## config.mk

```make
export PLATFORM = sky130hd
export DESIGN_NAME = interrupt_control_unit_flat
export DESIGN_NICKNAME = d
export VERILOG_FILES = /design/src/rtl/interrupt_control_unit_pkg.sv /design/src/rtl/interrupt_control_unit_if.sv /design/src/rtl/interrupt_control_unit_irq_priority_encoder.sv /design/src/rtl/interrupt_control_unit.sv /design/src/flat_wrapper.sv
export SDC_FILE = /design/constraint.sdc
export NUM_CORES = 1
export LEC_CHECK = 0
export CAP_MARGIN = 20
export CORE_UTILIZATION = 47
export DETAILED_ROUTE_END_ITERATION = 8
export PLACE_DENSITY_LB_ADDON = 0.12
export SLEW_MARGIN = 20
export SYNTH_ARGS = -nofsm -noshare
export SYNTH_HDL_FRONTEND = slang
export SYNTH_SLANG_ARGS = --single-unit
export TNS_END_PERCENT = 100
```

## constraint.sdc

```tcl
create_clock -name clk -period 3.02 [get_ports clk]
set_input_delay 0.604 -clock clk [delete_from_list [all_inputs] [get_ports clk]]
set_output_delay 0.604 -clock clk [all_outputs]
set_load 0.1 [all_outputs]
```

## src/rtl/interrupt_control_unit_pkg.sv

```systemverilog
// icu_pkg: shared FSM encoding, register offsets and limits for the interrupt control unit
package icu_pkg;
  localparam int NUM_IRQ_MAX = 16;
  localparam logic [31:0] OFF_MASK = 32'h0;
  localparam logic [31:0] OFF_PENDING = 32'h4;
  localparam logic [31:0] OFF_ACTIVE = 32'h8;
  localparam logic [31:0] OFF_CTRL = 32'hC;
  localparam logic [1:0] MODE_WRITE = 2'b10;
  typedef enum logic [1:0] {IDLE = 2'b00, REQUEST = 2'b01, ACTIVE = 2'b10} icu_state_e;
endpackage

```

## src/rtl/interrupt_control_unit_if.sv

```systemverilog
// interrupt_control_unit_if: data bus between a bus master and the interrupt controller registers
interface interrupt_control_unit_if;
  logic [15:0] data_bus_write;
  logic [15:0] data_bus_read;
  logic [31:0] data_bus_addr;
  logic [1:0] data_bus_mode;
  logic data_bus_select;
  modport master(output data_bus_write, data_bus_addr, data_bus_mode, data_bus_select, input data_bus_read);
  modport slave(input data_bus_write, data_bus_addr, data_bus_mode, data_bus_select, output data_bus_read);
endinterface

```

## src/rtl/interrupt_control_unit_irq_priority_encoder.sv

```systemverilog
// irq_priority_encoder: index of the lowest set request bit plus a valid flag
module irq_priority_encoder #(
  parameter int N = 16
) (
  input logic [N-1:0] req,
  output logic [3:0] idx,
  output logic valid
);
  // scan from the top so the lowest set index is the last one written
  always_comb begin
    idx = '0;
    for (int i = N - 1; i >= 0; i--) if (req[i]) idx = 4'(i);
  end
  assign valid = |req;
endmodule

```

## src/rtl/interrupt_control_unit.sv

```systemverilog
// interrupt_control_unit: maskable, non-nesting interrupt controller with a memory-mapped register block
module interrupt_control_unit
  import icu_pkg::*;
#(
  parameter int NUM_IRQ = 8,
  parameter logic [31:0] BASE_ADDR = 32'h4000
) (
  input logic clk,
  input logic reset,
  input logic [NUM_IRQ-1:0] irq_lines,
  output logic cpu_irq,
  output logic [3:0] cpu_irq_cause,
  input logic cpu_irq_ack,
  input logic cpu_irq_done,
  interrupt_control_unit_if.slave bus
);
  localparam logic [15:0] VALID = 16'((32'd1 << NUM_IRQ) - 32'd1);
  logic [15:0] mask, pending, active, eligible, hw_set, w1c, ack_clr, cause_hot;
  logic [3:0] cause, idx;
  logic enable, valid, wr, wr_mask, wr_pending, wr_ctrl;
  icu_state_e state;
  assign wr = bus.data_bus_mode == MODE_WRITE && bus.data_bus_select;
  assign wr_mask = wr && bus.data_bus_addr == BASE_ADDR + OFF_MASK;
  assign wr_pending = wr && bus.data_bus_addr == BASE_ADDR + OFF_PENDING;
  assign wr_ctrl = wr && bus.data_bus_addr == BASE_ADDR + OFF_CTRL;
  assign hw_set = ~16'(irq_lines) & VALID;
  assign cause_hot = 16'd1 << cause;
  assign w1c = wr_pending ? bus.data_bus_write : '0;
  assign ack_clr = state == REQUEST && cpu_irq_ack ? cause_hot : '0;
  assign eligible = pending & mask;
  assign cpu_irq = state == REQUEST;
  assign cpu_irq_cause = state == IDLE ? 4'd0 : cause;
  assign bus.data_bus_read = bus.data_bus_addr == BASE_ADDR + OFF_MASK ? mask :
                             bus.data_bus_addr == BASE_ADDR + OFF_PENDING ? pending :
                             bus.data_bus_addr == BASE_ADDR + OFF_ACTIVE ? active :
                             bus.data_bus_addr == BASE_ADDR + OFF_CTRL ? {13'd0, state, enable} : 16'h0;
  irq_priority_encoder #(.N(NUM_IRQ_MAX)) u_enc (
    .req(eligible),
    .idx(idx),
    .valid(valid)
  );
  // register block; a low request line re-sets its pending bit after any clear in the same cycle
  always_ff @(posedge clk or negedge reset)
    if (!reset) begin
      mask <= '0;
      pending <= '0;
      enable <= 1'b0;
    end else begin
      if (wr_mask) mask <= bus.data_bus_write & VALID;
      if (wr_ctrl) enable <= bus.data_bus_write[0];
      pending <= (pending & ~w1c & ~ack_clr) | hw_set;
    end
  // request/service FSM; cause is frozen from the IDLE decision until the handler returns
  always_ff @(posedge clk or negedge reset)
    if (!reset) begin
      state <= IDLE;
      cause <= '0;
      active <= '0;
    end else
      case (state)
        IDLE: if (enable && valid) begin
          cause <= idx;
          state <= REQUEST;
        end
        REQUEST: if (cpu_irq_ack) begin
          active <= cause_hot;
          state <= ACTIVE;
        end
        ACTIVE: if (cpu_irq_done) begin
          active <= '0;
          state <= IDLE;
        end
        default: state <= IDLE;
      endcase
endmodule

```

## src/flat_wrapper.sv

```systemverilog
// flat-port wrapper written by rule: the top's interface ports become plain ports
module interrupt_control_unit_flat import icu_pkg::*;
#(
  parameter int NUM_IRQ = 8,
  parameter logic [31:0] BASE_ADDR = 32'h4000
)
  (clk, reset, irq_lines, cpu_irq, cpu_irq_cause, cpu_irq_ack, cpu_irq_done, bus_data_bus_write, bus_data_bus_addr, bus_data_bus_mode, bus_data_bus_select, bus_data_bus_read);
  interrupt_control_unit_if bus_i ();
  input logic clk;
  input logic reset;
  input logic [NUM_IRQ-1:0] irq_lines;
  output logic cpu_irq;
  output logic [3:0] cpu_irq_cause;
  input logic cpu_irq_ack;
  input logic cpu_irq_done;
  input wire logic [$bits(bus_i.data_bus_write)-1:0] bus_data_bus_write;
  input wire logic [$bits(bus_i.data_bus_addr)-1:0] bus_data_bus_addr;
  input wire logic [$bits(bus_i.data_bus_mode)-1:0] bus_data_bus_mode;
  input wire logic [$bits(bus_i.data_bus_select)-1:0] bus_data_bus_select;
  output wire logic [$bits(bus_i.data_bus_read)-1:0] bus_data_bus_read;
  assign bus_i.data_bus_write = bus_data_bus_write;
  assign bus_i.data_bus_addr = bus_data_bus_addr;
  assign bus_i.data_bus_mode = bus_data_bus_mode;
  assign bus_i.data_bus_select = bus_data_bus_select;
  assign bus_data_bus_read = bus_i.data_bus_read;
  interrupt_control_unit #(.NUM_IRQ(NUM_IRQ), .BASE_ADDR(BASE_ADDR)) u_core (.clk(clk), .reset(reset), .irq_lines(irq_lines), .cpu_irq(cpu_irq), .cpu_irq_cause(cpu_irq_cause), .cpu_irq_ack(cpu_irq_ack), .cpu_irq_done(cpu_irq_done), .bus(bus_i));
endmodule
```

After elaboration in Yosys (flattened, before gate mapping)
Index checks and enable logic that the tools add are counted.
{"block": "op_classes", "n_eq_ne": 10, "n_shift": 1, "muxes": 30, "bitwise": 7, "n_reduce_logical": 12}
{"operator": "32-bit by 15-bit == test with 1-bit output, second input constant", "count": 4}
{"operator": "16-bit 2-to-1 mux", "count": 7}
{"operator": "4-bit 2-to-1 mux", "count": 17}
{"operator": "16-bit bitwise AND", "count": 2}
{"operator": "16-bit NOT", "count": 2}
{"operator": "16-bit one-hot mux with 2 select lines", "count": 1}
{"operator": "16-bit by 8-bit bitwise AND with 16-bit output", "count": 1}
{"operator": "16-bit by 8-bit bitwise OR with 16-bit output", "count": 1}
{"operator": "16-bit OR reduction", "count": 1}
{"operator": "1-bit by 4-bit << shifter with 16-bit output, first input constant", "count": 1}
{"operator": "8-bit NOT", "count": 1}
{"operator": "1-bit logical AND", "count": 6}
{"operator": "2-bit 2-to-1 mux", "count": 3}
{"operator": "2-bit one-hot mux with 3 select lines", "count": 1}
{"operator": "3-bit AND reduction", "count": 2}
{"operator": "2-bit == test, second input constant", "count": 2}
{"operator": "2-bit != test, second input constant", "count": 2}
{"operator": "3-bit 2-to-1 mux", "count": 1}
{"operator": "2-bit by 1-bit == test with 1-bit output, second input constant", "count": 1}
{"operator": "2-bit zero test", "count": 1}
{"operator": "2-bit by 1-bit != test with 1-bit output, second input constant", "count": 1}
{"operator": "2-bit AND reduction", "count": 1}
{"operator": "2-bit nonzero test", "count": 1}
{"block": "word_totals", "ff_bits": 47, "output_inout_bits": 21, "elab_cells": 66}

Depth between registers and ports, before layout
{"block": "logic_depth", "ltp_word": 17, "ltp_mapped": 6, "ltp_nobuf": 4}

By module
Synthesis repeated with hierarchy kept, for this count alone.
{"block": "hier_totals", "cells_unflattened": 292, "area_unflattened_um2": 2672.6}
{"mod": "interrupt_control_unit", "instances": 1, "cells_per_inst": 258, "area_each_um2": 2496.1}
{"mod": "irq_priority_encoder", "instances": 1, "cells_per_inst": 34, "area_each_um2": 176.4}

Worst setup path before layout
No wires, ideal clock.
{"block": "synth_timing", "path_type": "input to output", "from": "input port bus_data_bus_addr[17]", "to": "output port bus_data_bus_read[3]", "t_arrival_ns": 2.792, "required_ns": 2.416, "slack_ns": -0.376, "stages": 5, "n_path_buf": 1, "path_cell_list": "nor4_1 > nand4_1 > clkbuf_1 > or2_1 > nor2_1"}
{"block": "synth_between", "elab_chain_cells": 4}
{"element": "start, declared", "line": "flat_wrapper.sv:17", "text": "input wire logic [$bits(bus_i.data_bus_addr)-1:0] bus_data_bus_addr;"}
{"element": "32-bit by 15-bit == test with 1-bit output", "line": "interrupt_control_unit.sv:35", "text": "bus.data_bus_addr == BASE_ADDR + OFF_ACTIVE ? active :"}
{"element": "16-bit 2-to-1 mux", "line": "interrupt_control_unit.sv:35"}
{"element": "16-bit 2-to-1 mux", "line": "interrupt_control_unit.sv:34", "text": "bus.data_bus_addr == BASE_ADDR + OFF_PENDING ? pending :"}
{"element": "16-bit 2-to-1 mux *", "line": "interrupt_control_unit.sv:33", "text": "assign bus.data_bus_read = bus.data_bus_addr == BASE_ADDR + OFF_MASK ? mask :"}
{"element": "end, declared", "line": "flat_wrapper.sv:20", "text": "output wire logic [$bits(bus_i.data_bus_read)-1:0] bus_data_bus_read;"}
Every way passes the cells marked *; elsewhere a longest branch is shown, timed or not.

Final worst setup path
{"block": "layout_timing", "from": "input port bus_data_bus_addr[11]", "to": "output port bus_data_bus_read[3]"}
Same word-level chain as after synthesis.

==> flow_summary.toml <==
[layout]
nets = 362
final_common_cell = "clkdlybuf4s50_1"
final_cell_mix = "62 x clkdlybuf4s50_1, 38 x dfrtp_1, 26 x nand2_1"
finalNonFillerCells = 350
area_growth_pct = 56.25
diodes = 0
drive_gt1_frac = 0.1867

[global_routing]
grt_pass1_vias = 1955
grt_overflow_total = 0
antenna_found_initial = 0
grt_util_all_layers = 0.2722
grt_pass1_wl_mm = 9.163
grt_max_degree = 39

[drt]
vias = 2043
firstDrtPassIters = 4
wl_per_cell_um = 16.98
drt_iter0_drc = 195
antenna_left = 0
drt-total-wl_mm = 5.942
via_per_inst = 5.837
route.detailed.drc = 0

[critical_path]
path_delay_family = "simple AND/OR/NAND/NOR gates"
crit_chain = "clkdlybuf4s50_1 > nor4_2 > nand4_1 > or2_1 > nor2_1 > buf_12"
end_kind = "primary output"
critPathSlowestCell = "clkdlybuf4s50_1"
crit_type = "in2out"
crit_end = "bus_data_bus_read[3]"
r2r-end = "u_core.active[7]$_DFFE_PN0P_"
cp.required_ns = 2.42
startpoint_type = "input port"
cp.arrival_ns = 2.30
reg2reg_depth = 4
crit_start = "bus_data_bus_addr[11]"
cp_max_fo = 5
cp.depth = 6
r2r-start = "u_core.state[1]$_DFFE_PN0P_"
path_buf_inv = 2
r2r_slack_ns = 1.36
crit_path_max_incr_delay_ns = 0.45

[placed_design]
post-place-cells = 342
port_buffers = 82
dp.final_hpwl_mm = 4.380
gp_congestion = 0.8462

[clocking]
htree_levels = 2
numClockSinks = 38
cts_root_buf = "clkbuf_8"
cts.clk_slew.worst_paths_ns = 0.08
cts_tree = "yes"
clockBufferDepth = 2
insertion_delay_ns = 0.30
cts_inserted_buffers = 5

[floorplan]
start_util = 0.5045
die_area_sq_um = 4719
die_y_um = 68.70
rows = 23
pin_count = 84
die_w_um = 68.70
core_sq_um = 4144

[job]
max_cap_viol_count = 0

[sta]
max_freq_mhz = 344.6
rsz0062_at_grt = "no"
clock-skew-final_ns = 0.01044
drv_slew = 0
whs_ns = 0.4860
hold_viol = 0
tightest_slew_ns = 0.7827
max_slew_margin = 0.4757
setup_viol = 0
fin_crit_sh = 0.9610
min_period_ns = 2.902
fin_tns_setup_ns = 0

[logic_synthesis]
synth_edf_count = 0
synth_cells = 213
syn_area_sq_um = 2091
yosysWarningCount = 0
yosysSeqAreaShare = 0.4548
syn_avg_cell_area_sq_um = 9.816
synth_flop_cell = "dfrtp_1"
synth-async-reset-ratio = 1.000
synthDistinctLibCells = 38
synth_nets = 276
synth-seq-cells = 38

[run_status]
status = "finished, final reports clean"

[hold_path]
hp-class = "reg2reg"
hold_depth = 2

[power]
powerDensity_nw_per_um2 = 335.6
ir_drop_mv = 0.2188
p_leak_nw = 1.385
[synth_stat cells, types with 2 or more instances]
master / n / area [sq um]
dfrtp_1: 38 / 950.9
nand2_1: 26 / 97.59
nor2_1: 16 / 60.06
o21ai_0: 14 / 70.07
nand3_1: 10 / 50.05
a21oi_1: 9 / 45.04
a21boi_0: 8 / 60.06
and3_1: 8 / 50.05
mux2_4: 8 / 120.1
nor3_1: 8 / 40.04
clkbuf_1: 6 / 22.52
nor4_1: 6 / 37.54
mux2i_1: 5 / 50.05
nand2b_1: 5 / 31.28
nor2b_1: 5 / 31.28
a22oi_1: 4 / 30.03
and2_1: 4 / 25.02
a32o_1: 3 / 30.03
buf_2: 3 / 15.01
mux4_2: 3 / 67.56
o31ai_1: 3 / 22.52
and3b_1: 2 / 17.52
and4bb_2: 2 / 25.02
inv_1: 2 / 7.510
nand4_1: 2 / 12.51
[what timing repair did]
action | in CTS | in global routing
buffers inserted | 0 | 0
resized for setup | 0 | 4
endpoints found under the setup margin | 0 | 16
hold buffers | 0 | 0
[state kept, by name (all words and copies together) (netlist names)]
signal / flops
u_core.cause: 3
u_core.pending: 16
u_core.active: 8
u_core.mask: 8
u_core.enable: 1
u_core.state: 2
[worst min-delay path by stage]
stage / from / end / slack [ns]
2_1_floorplan: reset / u_core.active[0]$_DFFE_PN0P_ / 0.31
5_1_grt: u_core.active[3]$_DFFE_PN0P_ / u_core.active[3]$_DFFE_PN0P_ / 0.51
3_5_place_dp: u_core.active[1]$_DFFE_PN0P_ / u_core.active[1]$_DFFE_PN0P_ / 0.46
3_3_place_gp: u_core.active[1]$_DFFE_PN0P_ / u_core.active[1]$_DFFE_PN0P_ / 0.46
6_report: u_core.active[2]$_DFFE_PN0P_ / u_core.active[2]$_DFFE_PN0P_ / 0.49
4_1_cts: u_core.active[3]$_DFFE_PN0P_ / u_core.active[3]$_DFFE_PN0P_ / 0.48
[layout make-up]
class	instances	area (sq um)
Inverter	2	7.507
Fill cell	289	877.1
Tap cell	50	62.56
Timing Repair Buffer	90	1031
Clock buffer	5	68.82
Clock inverter	3	45.04
Multi-Input combinational cell	162	1101
Sequential cell	38	950.9
[metal layers]
metal	vias up	wire [um]	part of all wire	GRT usage
li1	948	-	-	-
met1	969	2545	0.43	0.3460
met2	112	2888	0.49	0.4632
met3	14	369	0.062	0.04934
met4	0	139	0.023	0.09694
met5	-	0	0	0
[worst min-delay path, stage by stage (launching register included)]
cell and delay (ns):
dfrtp_1 0.34, nand2_1 0.05, nand2_1 0.06
[kinds of logic (layout without fill, tap and decap cells)]
kind of cell           after synthesis  count (layout)  synth area share
other                                1               1          0.001794
and+or+nand+nor                     99              99            0.2537
DFF                                 38              38            0.4548
AOI/OAI and AO/OA                   45              45            0.1400
muxes                               17              17            0.1191
buffers and inverters               13             100           0.03052
[metrics by stage]
stage | setup WS [ns] | instance area (sq um) | total power [mW] | utilization
after floorplan | -0.3757 | 2091 | 0.5548 | -
after global placement | 0.1151 | 3128 | 0.6544 | 0.7548
after detailed placement | 0.08188 | 3128 | 0.6561 | 0.7548
after CTS | 0.06979 | 3242 | 1.092 | 0.7823
after global routing | 0.002585 | 3267 | 1.128 | 0.7883
final | 0.1179 | 3267 | 1.096 | 0.7883
[power by group]
part | switching [mW] | internal, mW
clock | 0.201 | 0.246
combinational | 0.0503 | 0.0872
sequential | 0.00111 | 0.510
Note: power is estimated with default switching activity, not from simulation.
